### config.mk
export PLATFORM = sky130hd
export DESIGN_NAME = mole_presenter
export DESIGN_NICKNAME = d
export VERILOG_FILES = /design/src/rtl/mole_presenter.sv
export SDC_FILE = /design/constraint.sdc
export NUM_CORES = 1
export LEC_CHECK = 0
export ABC_AREA = 0
export CAP_MARGIN = 40
export CORE_UTILIZATION = 45
export CTS_BUF_LIST = sky130_fd_sc_hd__clkbuf_4 sky130_fd_sc_hd__clkbuf_8
export DETAILED_ROUTE_END_ITERATION = 10
export PLACE_DENSITY_LB_ADDON = 0.15
export SLEW_MARGIN = 20
export SYNTH_ARGS = -nofsm -noshare
export SYNTH_HDL_FRONTEND = slang
export SYNTH_SLANG_ARGS = --single-unit
### constraint.sdc
create_clock -name clk -period 2.6 [get_ports clk]
set_clock_uncertainty 0.05 [all_clocks]
set_input_delay 0.26 -clock clk [delete_from_list [all_inputs] [get_ports clk]]
set_output_delay 0.26 -clock clk [all_outputs]
set_load 0.1 [all_outputs]
### src/rtl/mole_presenter.sv
// -----------------------------------------------------------------------------
// mole_presenter
//   Mole side of the whack-a-mole game. It picks a pseudo-random mole and lights
//   exactly one LED for a bounded number of ticks. It then reports each correct
//   or wrong press, and each expired mole, to the score counter as a one-cycle
//   hit/miss pulse.
//
// Ports
//   clk        system clock
//   reset      asynchronous, active-high reset
//   enable     game running (level); low returns the block to IDLE
//   tick       one-cycle pacing strobe, synchronous to clk
//   button_db  debounced button levels, 1 = pressed
//   led_out    one-hot lit mole, or all zero
//   mole_idx   index of the current or last mole
//   hit        one-cycle pulse: correct press
//   miss       one-cycle pulse: wrong press or mole expired
// -----------------------------------------------------------------------------
module mole_presenter #(
    parameter int         NUM_MOLES  = 5,
    parameter int         LIFE_TICKS = 3,
    parameter int         GAP_TICKS  = 1,
    parameter logic [7:0] SEED       = 8'hA5
) (
    input  logic                 clk,
    input  logic                 reset,
    input  logic                 enable,
    input  logic                 tick,
    input  logic [NUM_MOLES-1:0] button_db,
    output logic [NUM_MOLES-1:0] led_out,
    output logic [2:0]           mole_idx,
    output logic                 hit,
    output logic                 miss
);

    localparam int         GAP_W  = $clog2(GAP_TICKS + 1);
    localparam int         LIFE_W = $clog2(LIFE_TICKS + 1);
    localparam logic [3:0] NM     = 4'(NUM_MOLES);

    typedef enum logic [1:0] {
        IDLE,
        GAP,
        UP
    } state_t;

    state_t               state;
    logic [7:0]           lfsr;
    logic [7:0]           lfsr_next;
    logic [NUM_MOLES-1:0] btn_prev;
    logic [NUM_MOLES-1:0] rise;
    logic [GAP_W-1:0]     gap_cnt;
    logic [LIFE_W-1:0]    life_cnt;
    logic [3:0]           c_raw;
    logic [3:0]           c_mod;
    logic [3:0]           cand;
    logic [NUM_MOLES-1:0] cand_onehot;
    logic                 correct_press;
    logic                 wrong_press;

    // NOTE: every signal written here gets a default value first, so no path
    // through the block leaves a value unassigned and no latch is inferred.
    always_comb begin
        // Galois LFSR, polynomial x^8+x^6+x^5+x^4+1 (right-shifting, mask 0xB8).
        lfsr_next = {1'b0, lfsr[7:1]} ^ (lfsr[0] ? 8'hB8 : 8'h00);

        rise = button_db & ~btn_prev;

        // In UP, led_out is the one-hot mask of mole_idx, so it separates the
        // correct button from all the others without indexing by mole_idx.
        correct_press = |(rise & led_out);
        wrong_press   = |(rise & ~led_out);

        // Fold the low LFSR bits into range. For NUM_MOLES >= 4 this is the
        // same as a single conditional subtract; modulo also covers 2 and 3.
        c_raw = {1'b0, lfsr[2:0]};
        c_mod = c_raw % NM;

        // Never show the same mole twice in a row.
        cand = c_mod;
        if (c_mod == {1'b0, mole_idx}) begin
            cand = (c_mod == NM - 4'd1) ? 4'd0 : c_mod + 4'd1;
        end

        cand_onehot = NUM_MOLES'(1) << cand;
    end

    // NOTE: sequential state is assigned only with non-blocking (<=) updates,
    // so every register samples the pre-edge values of the others.
    always_ff @(posedge clk or posedge reset) begin
        if (reset) begin
            state    <= IDLE;
            led_out  <= '0;
            mole_idx <= '0;
            hit      <= 1'b0;
            miss     <= 1'b0;
            lfsr     <= SEED;
            // All ones: a button held through reset never counts as a press.
            btn_prev <= '1;
            gap_cnt  <= '0;
            life_cnt <= '0;
        end else begin
            btn_prev <= button_db;
            hit      <= 1'b0;
            miss     <= 1'b0;

            if (enable) begin
                lfsr <= lfsr_next;
            end

            if (!enable) begin
                state    <= IDLE;
                led_out  <= '0;
                gap_cnt  <= '0;
                life_cnt <= '0;
            end else begin
                case (state)
                    IDLE: begin
                        led_out <= '0;
                        gap_cnt <= GAP_W'(GAP_TICKS);
                        state   <= GAP;
                    end

                    GAP: begin
                        // Presses are ignored while all LEDs are dark.
                        if (tick) begin
                            if (gap_cnt == GAP_W'(1)) begin
                                mole_idx <= 3'(cand);
                                led_out  <= cand_onehot;
                                life_cnt <= LIFE_W'(LIFE_TICKS);
                                state    <= UP;
                            end else begin
                                gap_cnt <= gap_cnt - GAP_W'(1);
                            end
                        end
                    end

                    UP: begin
                        // Priority: correct press, wrong press, expiry, countdown.
                        if (correct_press) begin
                            hit     <= 1'b1;
                            led_out <= '0;
                            gap_cnt <= GAP_W'(GAP_TICKS);
                            state   <= GAP;
                        end else if (wrong_press) begin
                            miss    <= 1'b1;
                            led_out <= '0;
                            gap_cnt <= GAP_W'(GAP_TICKS);
                            state   <= GAP;
                        end else if (tick) begin
                            if (life_cnt == LIFE_W'(1)) begin
                                miss    <= 1'b1;
                                led_out <= '0;
                                gap_cnt <= GAP_W'(GAP_TICKS);
                                state   <= GAP;
                            end else begin
                                life_cnt <= life_cnt - LIFE_W'(1);
                            end
                        end
                    end

                    default: begin
                        led_out <= '0;
                        state   <= IDLE;
                    end
                endcase
            end
        end
    end

endmodule

==> run metrics <==
top cells by area, synth=dfrtp_1, dfstp_2, a21oi_1, xnor2_1, a32o_1; top_reg_cell synth=dfrtp_1; Final period util=0.9602; final setup vio count=0; largest net degree at the start of global routing=29; clock-pin slew of the registers on the worst-case setup and hold paths=0.10 ns; R2R Path End=led_out[4]; slowest stage delay, CP=0.56 ns; clk root buf=clkbuf_8; Rel. slew slack=0.6556; Final nets=201; VDD IR max=0.0005191 V; CTS sink cnt=28; arrival time at the worst endpoint=2.62 ns; H-tree lvl count=1; R2R Path Start=lfsr[0]; DR pass1 iterations=4; Core Area=0.003468 mm2; Cell Rows=21; Syn Nets=176; port bufs=18; LEAKAGE=0.8769 nW; first-pass GRT wire length=5.871 mm; Avg Synthesized Cell Area=10.37 um2; slowest stage cell, crit path=dfstp_2; unrepaired setup endpoints after global routing=yes; DRC=0; fin. max-slew vios=0; Syn Inst Count=164; Final Critical Period=2.496 ns; status=finished clean; final setup margin=0.1036 ns; CP delay by family, top=compound AO/OA/AOI/OAI gates; Num CTS Buffers=3; CTS max path bufs=2; Die Width=63.47 um; Skew-Pair Late Insertion Delay=0.27 ns; worst slack, placed=0.07241 ns; CTS tree=done; vias in the first global route=1265; register bit total from synthesis=28; R2R cell count=8; Tot GR Track Use=0.1857; synth-to-layout area growth=18.84%; Max FO, Critical Path=7; Final HPWL DP=2.506 mm; Post-DRT Antenna Nets=0; flop2flop setup slack=0.10 ns; die area=0.004028 mm2; area share of the largest cell type after synthesis=0.2796; global route overflow=0; type of the most critical hold path=in -> async; fmax=400.6 MHz; DRT Wirelength=3.456 mm; Worst Path Buf+Inv=1; worst slew pin tran=0.5123 ns; number of synthesized flops with an enable pin=0; Ports=19; share of cells above drive strength 1=0.2819; CP endpoint=led_out[4]; critical path launch point=lfsr[0]; Synth warnings=0; Pwr Density=1110 mW/mm2; WL/cell=14.77 um; iteration-0 DRC count of the detailed router=79; ant diodes=0; nature of the critical path endpoint=register; initial antenna violation count=0; CP Class=reg -> reg; RD Place Congestion=0.7861; Synth cell types=59; final core utilization=0.5826; initial core utilization=0.4903; Die H=63.47 um; cells along the critical path=inv_1 -> ha_2 -> a21o_1 -> o32a_1 -> a22oi_2 -> a21oi_1 -> a21o_2 -> a32o_1; Max-Cap Viols=0; Async SR Flop Fraction=1.000; Final Hold Vio Count=0; Worst EP required=2.72 ns; Vias/cell=5.718; stages on the worst setup path=8; crit start category=register; top cell type by total area after synthesis=dfrtp_1; Netlist Area Pre-Place=0.001700 mm2; total number of vias=1338; sequential area share after synthesis=0.4187
-- logic make-up after synthesis --
logic type	Yosys count	synth area share
DFF	28	0.4187
and+or+nand+nor	48	0.1567
adders and majority gates	3	0.02208
AOI/OAI and AO/OA	49	0.2450
muxes	7	0.04488
xor gates and xnor gates	9	0.05445
buffers and inverters	20	0.05813
-- worst min path at each step --
stage | slack, ns | from | cells after the start | endpoint
final | 0.29 | reset | 3 | state[1]
after floorplan | 0.21 | button_db[0] | 0 | btn_prev[0]
after global placement | 0.44 | lfsr[5] | 2 | lfsr[5]
after detailed placement | 0.45 | lfsr[3] | 1 | lfsr[2]
after CTS | 0.30 | reset | 3 | state[1]
after global routing | 0.34 | reset | 3 | state[1]
-- registers in the layout (all words and copies together) (netlist names) --
register  count
gap_cnt       1
lfsr          8
hit           1
state         2
btn_prev      5
miss          1
mole_idx      3
led_out       5
life_cnt      2
-- per-stage QoR --
stage	area [um2]	power, W	cells	setup TNS [ns]	hold WS (ns)
2_1_floorplan	1700	0.001606	164	0	0.2145
3_3_place_gp	1927	0.001808	228	0	0.4385
3_5_place_dp	1927	0.001841	228	0	0.4508
4_1_cts	1998	0.002191	232	0	0.3034
5_1_grt	2021	0.002374	234	-0.01206	0.3370
6_report	2021	0.002243	234	0	0.2918
-- cell usage in the layout, fill, tap and decap left out, drive strengths merged, types with 2 or more instances in the layout --
cell type      instances
a22oi                  2
clkdlybuf4s50          8
and2                   2
inv                   10
o21ai                  7
dfstp                  9
buf                   22
dfrtp                 19
o2111ai                2
a21o                   3
xor2                   2
nor2b                  8
nor4                   2
a21oi                 12
nor3                   4
mux2                   5
mux2i                  2
nand2b                 3
ha                     3
clkbuf                 3
xnor2                  6
nand2                 12
a32o                   5
nor2                   6
and3                   3
o211a                  3
nand3                  3
-- cell usage after synthesis (3+ instances only) --
library cell  count
dfrtp_1          19
nor3_1            4
nor2b_1           7
nand3_1           3
nand2b_1          3
nor2_1            5
xnor2_1           6
nand2_1          12
buf_2             4
o21ai_0           3
a32o_1            5
o21ai_1           3
inv_1            10
a21oi_1          12
dfstp_2           9
ha_1              3
o211a_1           3
mux2_2            4
-- final cells by class --
type / instances / area [um2]
flip-flops and latches: 28 / 711.9
clock buffers: 3 / 41.29
multi-input cells: 116 / 897.1
inverters: 10 / 37.54
repair buffers: 30 / 245.2
fillers: 321 / 1448
well taps: 46 / 57.56
clock inverters: 1 / 30.03
-- power breakdown --
part           total, W  internal, W  switching [W]
clock          0.000338     0.000206       0.000132
sequential     0.000675     0.000544       0.000131
combinational   0.00123     0.000520       0.000710
total           0.00224      0.00127       0.000973
-- layer usage --
metal	vias up	track usage	wire length [um]
li1	650	-	-
met4	0	0.04261	27
met5	-	0	0
met2	35	0.2899	1597
met1	649	0.2622	1682
met3	4	0.03986	147
-- worst reg2reg max path, delay by kind of cell (launching register included) --
family	cells	cell delay [ns]
compound gates	6	1.38
flops	1	0.56
fa+ha+maj	1	0.33
buf+inv	1	0.08
-- what timing repair did --
| item | CTS | global route |
|---|---|---|
| endpoints found under the setup margin | 0 | 6 |
| hold buffers | 0 | 0 |
| resized for setup | 0 | 2 |
| endpoints found under the hold margin | 0 | 0 |
| setup buffers | 0 | 2 |
(Power assumes the default switching activity.)
